**src/rtl/tpu_pkg.sv**
```systemverilog
// Shared types and widths for the TPU slot scheduler and its interrupt timer.
package tpu_pkg;

    typedef enum logic [0:0] {
        IDLE = 1'b0,
        RUN  = 1'b1
    } state_t;

    localparam int TPU_SLOT_W  = 8;
    localparam int TPU_TIMER_W = 16;

endpackage

```
**src/rtl/tpu_int_timer.sv**
```systemverilog
// Periodic TPU timer: free-running count while the scheduler runs, a hit compare
// against the programmed period, and the sticky int_flag.
module tpu_int_timer
    import tpu_pkg::*;
(
    input  logic                   clk,
    input  logic                   rst_n,
    input  logic                   srst,
    input  logic                   run,
    input  logic [TPU_TIMER_W-1:0] period,
    input  logic                   int_clr,
    output logic                   int_flag
);

    localparam logic [TPU_TIMER_W-1:0] TIMER_ONE = {{(TPU_TIMER_W-1){1'b0}}, 1'b1};

    logic [TPU_TIMER_W-1:0] timer_cnt_r;
    logic [TPU_TIMER_W-1:0] timer_nxt_s;
    logic                   int_flag_r;
    logic                   flag_nxt_s;
    logic                   hit_s;

    // Hit compare plus next count and flag; a hit beats a coincident clear.
    always_comb begin
        hit_s       = 1'b0;
        timer_nxt_s = timer_cnt_r;
        flag_nxt_s  = int_flag_r;
        if (srst || !run) begin
            timer_nxt_s = {TPU_TIMER_W{1'b0}};
            flag_nxt_s  = 1'b0;
        end else begin
            // >= rather than == so a period lowered below the count still fires.
            hit_s = (period != {TPU_TIMER_W{1'b0}}) && (timer_cnt_r >= (period - TIMER_ONE));
            if (hit_s || (period == {TPU_TIMER_W{1'b0}})) begin
                timer_nxt_s = {TPU_TIMER_W{1'b0}};
            end else begin
                timer_nxt_s = timer_cnt_r + TIMER_ONE;
            end
            if (hit_s) begin
                flag_nxt_s = 1'b1;
            end else if (int_clr) begin
                flag_nxt_s = 1'b0;
            end else begin
                flag_nxt_s = int_flag_r;
            end
        end
    end

    // Timer and flag registers.
    always_ff @(posedge clk or negedge rst_n) begin
        if (!rst_n) begin
            timer_cnt_r <= {TPU_TIMER_W{1'b0}};
            int_flag_r  <= 1'b0;
        end else begin
            timer_cnt_r <= timer_nxt_s;
            int_flag_r  <= flag_nxt_s;
        end
    end

    assign int_flag = int_flag_r;

endmodule

```
**src/rtl/tpu_slot_sched.sv**
```systemverilog
// TDMA slot scheduler: IDLE/RUN sequencing, cycle and slot counters, per-slot
// TX/RX windows with start strobes, and the masked timer interrupt.
module tpu_slot_sched
    import tpu_pkg::*;
#(
    parameter  int SLOT_CYCLES = 256,
    parameter  int NUM_SLOTS   = 256,
    localparam int CYC_W       = $clog2(SLOT_CYCLES)
) (
    input  logic                   SYS_CLK,
    input  logic                   SYS_RST_N,
    input  logic                   RSTTPU,
    input  logic                   TXSLOT_EN,
    input  logic                   RXSLOT_EN,
    input  logic [TPU_SLOT_W-1:0]  TX_SLOT,
    input  logic [TPU_SLOT_W-1:0]  RX_SLOT,
    input  logic                   TIMERINTMSK,
    input  logic [TPU_TIMER_W-1:0] TIMER_INT_VALUE,
    input  logic                   int_clr,
    output logic                   tpu_active,
    output logic [TPU_SLOT_W-1:0]  slot_num,
    output logic [CYC_W-1:0]       cyc_cnt,
    output logic                   frame_start,
    output logic                   tx_win,
    output logic                   rx_win,
    output logic                   tx_start,
    output logic                   rx_start,
    output logic                   int_flag,
    output logic                   irq
);

    localparam logic [CYC_W-1:0]      CYC_LAST  = CYC_W'(SLOT_CYCLES - 1);
    localparam logic [CYC_W-1:0]      CYC_ONE   = CYC_W'(1);
    localparam logic [TPU_SLOT_W-1:0] SLOT_LAST = TPU_SLOT_W'(NUM_SLOTS - 1);
    localparam logic [TPU_SLOT_W-1:0] SLOT_ONE  = TPU_SLOT_W'(1);

    state_t                  state_r;
    state_t                  state_s;
    logic [CYC_W-1:0]        cyc_r;
    logic [CYC_W-1:0]        cyc_s;
    logic [TPU_SLOT_W-1:0]   slot_r;
    logic [TPU_SLOT_W-1:0]   slot_s;
    logic                    active_s;
    logic                    frame_start_r;
    logic                    frame_start_s;
    logic                    tx_win_r;
    logic                    tx_win_s;
    logic                    rx_win_r;
    logic                    rx_win_s;
    logic                    tx_start_r;
    logic                    tx_start_s;
    logic                    rx_start_r;
    logic                    rx_start_s;
    logic                    boundary_s;
    logic                    tx_match_s;
    logic                    rx_match_s;

    // FSM state register.
    always_ff @(posedge SYS_CLK or negedge SYS_RST_N) begin
        if (!SYS_RST_N) begin
            state_r <= IDLE;
        end else begin
            state_r <= state_s;
        end
    end

    // FSM next state: the soft reset alone decides between IDLE and RUN.
    always_comb begin
        state_s = state_r;
        case (state_r)
            IDLE: begin
                if (!RSTTPU) state_s = RUN;
                else         state_s = IDLE;
            end
            RUN: begin
                if (RSTTPU) state_s = IDLE;
                else        state_s = RUN;
            end
            default: state_s = IDLE;
        endcase
    end

    // Next output values; entering RUN is treated as a slot boundary into slot 0.
    always_comb begin
        boundary_s    = (state_r == IDLE) || (cyc_r == CYC_LAST);
        cyc_s         = {CYC_W{1'b0}};
        slot_s        = {TPU_SLOT_W{1'b0}};
        active_s      = 1'b0;
        frame_start_s = 1'b0;
        tx_win_s      = 1'b0;
        rx_win_s      = 1'b0;
        tx_start_s    = 1'b0;
        rx_start_s    = 1'b0;
        tx_match_s    = 1'b0;
        rx_match_s    = 1'b0;
        if (state_s == RUN) begin
            active_s = 1'b1;
            if (state_r == IDLE) begin
                cyc_s  = {CYC_W{1'b0}};
                slot_s = {TPU_SLOT_W{1'b0}};
            end else if (cyc_r == CYC_LAST) begin
                cyc_s  = {CYC_W{1'b0}};
                slot_s = (slot_r == SLOT_LAST) ? {TPU_SLOT_W{1'b0}} : (slot_r + SLOT_ONE);
            end else begin
                cyc_s  = cyc_r + CYC_ONE;
                slot_s = slot_r;
            end
            tx_match_s    = TXSLOT_EN && (slot_s == TX_SLOT);
            rx_match_s    = RXSLOT_EN && (slot_s == RX_SLOT);
            frame_start_s = boundary_s && (slot_s == {TPU_SLOT_W{1'b0}});
            if (boundary_s) begin
                tx_win_s   = tx_match_s;
                rx_win_s   = rx_match_s;
                tx_start_s = tx_match_s;
                rx_start_s = rx_match_s;
            end else begin
                tx_win_s   = tx_win_r && TXSLOT_EN;
                rx_win_s   = rx_win_r && RXSLOT_EN;
                tx_start_s = 1'b0;
                rx_start_s = 1'b0;
            end
        end else begin
            active_s = 1'b0;
        end
    end

    // Registered scheduler outputs.
    always_ff @(posedge SYS_CLK or negedge SYS_RST_N) begin
        if (!SYS_RST_N) begin
            cyc_r         <= {CYC_W{1'b0}};
            slot_r        <= {TPU_SLOT_W{1'b0}};
            tpu_active    <= 1'b0;
            frame_start_r <= 1'b0;
            tx_win_r      <= 1'b0;
            rx_win_r      <= 1'b0;
            tx_start_r    <= 1'b0;
            rx_start_r    <= 1'b0;
        end else begin
            cyc_r         <= cyc_s;
            slot_r        <= slot_s;
            tpu_active    <= active_s;
            frame_start_r <= frame_start_s;
            tx_win_r      <= tx_win_s;
            rx_win_r      <= rx_win_s;
            tx_start_r    <= tx_start_s;
            rx_start_r    <= rx_start_s;
        end
    end

    tpu_int_timer u_int_timer (
        .clk      (SYS_CLK),
        .rst_n    (SYS_RST_N),
        .srst     (RSTTPU),
        .run      (state_r == RUN),
        .period   (TIMER_INT_VALUE),
        .int_clr  (int_clr),
        .int_flag (int_flag)
    );

    assign cyc_cnt     = cyc_r;
    assign slot_num    = slot_r;
    assign frame_start = frame_start_r;
    assign tx_win      = tx_win_r;
    assign rx_win      = rx_win_r;
    assign tx_start    = tx_start_r;
    assign rx_start    = rx_start_r;
    assign irq         = int_flag && TIMERINTMSK;

endmodule

```
**config.mk**
```make
export PLATFORM = sky130hd
export DESIGN_NAME = tpu_slot_sched
export DESIGN_NICKNAME = d
export VERILOG_FILES = /design/src/rtl/tpu_pkg.sv /design/src/rtl/tpu_int_timer.sv /design/src/rtl/tpu_slot_sched.sv
export SDC_FILE = /design/constraint.sdc
export NUM_CORES = 1
export LEC_CHECK = 0
export CAP_MARGIN = 30
export CORE_MARGIN = 2
export CORE_UTILIZATION = 25
export DETAILED_ROUTE_END_ITERATION = 12
export GPL_ROUTABILITY_DRIVEN = 0
export GPL_TIMING_DRIVEN = 1
export PLACE_DENSITY_LB_ADDON = 0.1
export SLEW_MARGIN = 20
export SYNTH_ARGS = -nofsm -noshare
export SYNTH_HDL_FRONTEND = slang
export SYNTH_SLANG_ARGS = --single-unit
```
**constraint.sdc**
```tcl
create_clock -name SYS_CLK -period 2.85 [get_ports SYS_CLK]
set_input_delay 0.7125 -clock SYS_CLK [delete_from_list [all_inputs] [get_ports SYS_CLK]]
set_output_delay 0.7125 -clock SYS_CLK [all_outputs]
set_load 0.01 [all_outputs]
```
Word level (Yosys, flattened, before mapping)

Index checks and enable logic that the tools add are counted.

Bits in registers: 39
Latch bits: 0
Bits in writable memories: 0
ROM bits: 0
Bits of input ports: 39
Output and inout port bits: 24
Memories: 0

Add/sub/neg operators: 4
Multipliers: 0
Div/mod/pow operators: 0
$lt $le $gt $ge: 1
Equality and inequality tests: 4
Shift operators: 0
Mux-type cells: 23
Bitwise gates (word level): 1
Reductions and logical operators: 15

Operators with widths:

| operator                                                             | number |
|---|---|
| 8-bit 2-to-1 mux                                                     | 8 |
| 16-bit 2-to-1 mux                                                    | 2 |
| 16-bit by 1-bit adder with 16-bit output, second input constant      | 1 |
| 8-bit by 1-bit adder with 8-bit output, second input constant        | 2 |
| 8-bit == test                                                        | 2 |
| 8-bit == test, second input constant                                 | 2 |
| 16-bit >= comparator                                                 | 1 |
| 16-bit logical NOT                                                   | 1 |
| 16-bit nonzero test                                                  | 1 |
| 16-bit by 1-bit subtractor with 16-bit output, second input constant | 1 |
| 1-bit 2-to-1 mux                                                     | 13 |
| 8-bit logical NOT                                                    | 1 |
| 1-bit logical AND                                                    | 7 |
| 1-bit logical OR                                                     | 3 |
| 3-bit nonzero test                                                   | 1 |
| 1-bit logical NOT                                                    | 1 |
| 1-bit NOT                                                            | 1 |

Longest topological paths before layout

Depth in word-level cells: 9
Depth in mapped cells: 14
Gate-level depth less buffers: 12

Cells and area by module

Synthesis repeated with hierarchy kept, for this count alone.

Cell total of the unflattened synthesis: 336
Area, all modules: 2,990.4 um^2

Modules (own cells, without submodules):

| module         | instances | cells each | area an instance (um^2) | sequential area each (um^2) |
|---|---|---|---|---|
| tpu_slot_sched | 1         | 179        | 1,534.0                 | 550.5 |
| tpu_int_timer  | 1         | 157        | 1,456.4                 | 425.4 |

Worst setup path after synthesis

No wires, ideal clock.

Path type: input to register
From: input port TIMER_INT_VALUE[2]
To: register u_int_timer.timer_cnt_r[10]
Library setup time: 86 ps
Arrival time: 3,332 ps
Path slack: -568 ps
Cell stages on the path: 12
Buffers on the path: 2
Cell sequence: nor4_1 -> nand3_1 -> nor4_1 -> xnor2_1 -> ha_1 -> a21o_1 -> a21o_1 -> a21o_1 -> a211o_1 -> clkbuf_1 -> clkbuf_1 -> nor3_1

Cells in the longest elaborated chain, start to end: 6
Elaborated cells on any way between the ends: 8

RTL lines:

| element                                       | RTL line             | source |
|---|---|---|
| start: declaration                            | tpu_slot_sched.sv:18 | `input logic [TPU_TIMER_W-1:0] TIMER_INT_VALUE,` |
| 16-bit by 1-bit subtractor with 16-bit output | tpu_int_timer.sv:33  | `hit_s = (period != {TPU_TIMER_W{1'b0}}) && (timer_cnt_r >= (period - TIMER_ONE));` |
| 16-bit >= comparator                          | tpu_int_timer.sv:33  |  |
| 1-bit logical AND                             | tpu_int_timer.sv:33  |  |
| 1-bit logical OR (*)                          | tpu_int_timer.sv:34  | `if (hit_s \|\| (period == {TPU_TIMER_W{1'b0}})) begin` |
| 16-bit 2-to-1 mux (*)                         | tpu_int_timer.sv:34  |  |
| 16-bit 2-to-1 mux (*)                         | tpu_int_timer.sv:28  | `if (srst \|\| !run) begin` |
| named net u_int_timer.timer_nxt_s[10]         | tpu_int_timer.sv:18  | `logic [TPU_TIMER_W-1:0] timer_nxt_s;` |
| end signal: assignment                        | tpu_int_timer.sv:52  | `timer_cnt_r <= {TPU_TIMER_W{1'b0}};` |
| end signal: assignment                        | tpu_int_timer.sv:55  | `timer_cnt_r <= timer_nxt_s;` |
| end: declaration                              | tpu_int_timer.sv:17  | `logic [TPU_TIMER_W-1:0] timer_cnt_r;` |

The timed path passes the listed nets; every way through them passes the cells marked *.
A chain may end at the register's enable or synchronous reset.

Worst setup path after layout

From: input port TIMER_INT_VALUE[9]
To: register u_int_timer.timer_cnt_r[5]

The elaborated chain is that of the path after synthesis.

==> results by group <==
Critical path
  – Reg2Reg Setup Slack: 250 ps
  – Critical Path, Cell by Cell: buf_2 -> nor4_4 -> buf_4 -> nand3_4 -> buf_6 -> nor2_4 -> xnor2_2 -> ha_1 -> a21o_1 -> a21o_1 -> a211o_4 -> buf_12 -> nor3b_2
  – CP top delay family: simple AND/OR/NAND/NOR gates
  – Worst Setup Path Type: input pin to flop
  – Top cell by count, worst path: a21o_1
  – CP max-delay cell: nor4_4
  – Critical Path Source Type: input pin
  – FF-to-FF End: tx_win$_DFF_PN0_
  – Crit path largest cell delay: 370 ps
  – CP arrival: 3100 ps
  – CP Max Fanout: 8
  – Launch point of the worst reg-to-reg path: cyc_cnt[0]$_DFF_PN0_
  – R2R cell count: 9
  – Worst path bufs/invs: 4
  – CP required: 3060 ps
  – CP Capture Type: flop

Finish
  – Layout cells sized above 1: 0.281
  – Number of fill cells: 1135
  – Multi-input logic area: 2150 um^2
  – Final net count: 496
  – Final Cell Area: 4620 um^2
  – Layout Area Growth over Synthesis: 56.2%
  – Seq. cell area: approximately 980 um^2
  – Diode count: 0

Status
  – Failing checks: negative setup slack
  – Status: finished with violations

Detailed routing
  – Met1 WL: 4280 um
  – Vias per cell: 4.96
  – # DRC: 0
  – Met2 wire len: 4200 um
  – Number of DRC markers in iteration 0: 112
  – DRT antenna net count: 0
  – Initial DRT Pass Iterations: 4
  – Top Metal Used: met4
  – WL/cell: about 16 um
  – Via count: 2874
  – Routed WL: around 9000 um
  – Met3 routed WL: 380 um

Clock network
  – CTS tree: built
  – CTS Buffer Depth: 2
  – TritonCTS buffer count: 5
  – Clock Tree Root: clkbuf_16
  – Clock Latency Late Sink: about 290 ps
  – Clock-pin slew on the worst setup and hold paths: 60 ps
  – CTS Sinks: 39
  – CTS Hold Bufs: 0
  – H-Tree Level Count: 2

Synthesis
  – Syn Inst Count: around 320
  – Post-Syn Area per Cell: ~9 um^2
  – EDFF count, synth: 0
  – Distinct cells, synth: 56
  – Ys Warns: 0
  – Post-synth top area cell: dfrtp_1
  – Post-synth top area share: 0.330
  – Commonest cells in the netlist: 39 x dfrtp_1, 30 x nor3_1, 29 x xnor2_1, 27 x nor2_1, 21 x ha_1
  – Flops & latches, synth: 39
  – Top-count cell post-synth: dfrtp_1
  – Prevailing post-synth register cell: dfrtp_1
  – Asr flop ratio synth: 1.00
  – Synthesized cell area: 2960 um^2
  – Synth top area cells: dfrtp_1 33%, ha_1 8.9%, xnor2_1 8.6%, nor3_1 5.1%, xor2_1 4.4%
  – Post-Syn Nets: ~380
  – Register area share after synthesis: 0.330

Timing
  – Unrepaired setup endpoints after global routing: yes
  – Worst slew pin tran: 506 ps
  – Skew final: 8.76 ps
  – Final WS setup: -38.6 ps
  – Period utilization: 1.01
  – Fmax achieved: 0.346 GHz
  – Hold Fails Final Rpt: 0
  – Setup TNS: -59.3 ps
  – Final Max Tran Viols: 0
  – Normalized max-slew margin: 0.662
  – Final setup fails: 5
  – WHS: about 300 ps
  – Fin crit period: 2890 ps

Power and ir drop
  – PD cells: 315 nW/um^2
  – VDD IR max: 0.179 mV
  – Pleak: ~1.9 nW

Placed design
  – PortBufs: 62
  – Setup Slack @ Placement: -867 ps
  – Post-DP HPWL: 6520 um
  – Placement Cell Area: 4110 um^2

Die
  – Core Region: 11500 um^2
  – Ports: 63
  – Die width: 113 um
  – Die H: 113 um
  – Initial cell density of the core: 0.258
  – DIE AREA: 12700 um^2
  – FP Rows: 39

Global routing
  – Initial antenna violation count: 0
  – Total Routing Usage GR: 0.144
  – Vias in the first global route: 2871
  – GRT overflow: 0
  – First-pass GRT wire length: 14600 um
  – Largest net degree at the start of global routing: 40

Flow run
  – Max_cap viols: 0

Min path
  – Hold crit path type: input pin to asynchronous set/reset pin
where the power goes:
| group | total, W | switching, W | internal [W] |
|---|---|---|---|
| Clock | 0.000666 | 0.000230 | 0.000435 |
| Combinational | 0.000224 | 0.000102 | 0.000122 |
| Sequential | 0.000564 | 0.00000623 | 0.000558 |
| Total | 0.00145 | 0.000339 | 0.00112 |
worst reg2reg max path: cells and delay by family, from the launching register on:
kind	cells	cell delay, ps
DFF	1	350
AOI/OAI and AO/OA	3	580
adders and majority gates	1	280
buffers and inverters	1	240
xor gates and xnor gates	1	200
and+or+nand+nor	3	830
cell usage in the layout (no fill, tap or decap), types with 4 or more instances in the layout:
cell type,Yosys,routed
xnor2_1,29,28
a21o_1,12,12
nand2_1,16,15
a21oi_1,8,7
nor2_1,27,25
clkdlybuf4s50_1,0,47
nor4_4,1,5
nand4_1,11,11
o21ai_0,11,10
nor4_1,9,5
dlygate4sd2_1,0,4
and3_1,5,5
nand3_1,15,13
dfrtp_1,39,39
buf_6,0,6
buf_2,2,5
clkbuf_16,0,6
and2_1,4,4
nor3_1,30,13
inv_1,10,8
nor3_2,0,14
xor2_1,15,14
ha_1,21,19
buf_4,1,47
worst max path at each step:
stage / start / endpoint / cells after the start
floorplan: TIMER_INT_VALUE[5] / u_int_timer.timer_cnt_r[0]$_DFF_PN0_ / 12
global placement: TIMER_INT_VALUE[5] / u_int_timer.timer_cnt_r[5]$_DFF_PN0_ / 12
CTS: TIMER_INT_VALUE[2] / u_int_timer.timer_cnt_r[5]$_DFF_PN0_ / 13
finish: TIMER_INT_VALUE[9] / u_int_timer.timer_cnt_r[5]$_DFF_PN0_ / 13
global route: TIMER_INT_VALUE[0] / u_int_timer.timer_cnt_r[5]$_DFF_PN0_ / 14
detailed placement: TIMER_INT_VALUE[5] / u_int_timer.timer_cnt_r[15]$_DFF_PN0_ / 12
state kept, by name, summed over array words and instances, names as in the netlist:
| name | flops |
|---|---|
| slot_num | 8 |
| tpu_active | 1 |
| cyc_cnt | 8 |
| u_int_timer.timer_cnt_r | 16 |
| frame_start | 1 |
| tx_win | 1 |
| u_int_timer.int_flag | 1 |
| tx_start | 1 |
| rx_win | 1 |
| rx_start | 1 |
final cells by class:
class / count / area share
repair buffers: 118 / 0.238
flip-flops and latches: 39 / 0.211
clock inverters: 2 / 0.00759
well taps: 143 / 0.0388
multi-input cells: 262 / 0.466
clock buffers: 6 / 0.0301
inverters: 10 / 0.00813
through the flow:
step                      total power, W  instances  utilization
after CTS                        0.00146        575        0.393
final                            0.00145        580        0.403
after global routing             0.00153        580        0.403
after detailed placement        0.000773        555        0.359
after floorplan                 0.000640        322            -
after global placement          0.000771        555        0.359
timing repair:
item	CTS	global route
gates resized for setup	66	16
setup buffers	11	3
pin swaps	36	16
endpoints found under the setup margin	17	17
gates cloned	1	1
cells by family (layout without fill, tap and decap cells):
| kind of cell | Yosys count | in the layout | synth area share |
|---|---|---|---|
| simple gates | 142 | 142 | 0.271 |
| buf+inv | 21 | 136 | 0.0288 |
| compound gates | 52 | 52 | 0.136 |
| mux | 2 | 2 | 0.00719 |
| flops | 39 | 39 | 0.330 |
| fa+ha+maj | 21 | 21 | 0.0889 |
| xor+xnor | 45 | 45 | 0.138 |
routing by layer:
metal	vias up	global-route usage
met5	-	0
met4	0	0.0374
met3	12	0.0305
met2	58	0.222
met1	1392	0.204
li1	1412	-
Note: power is estimated with default switching activity, not from simulation.
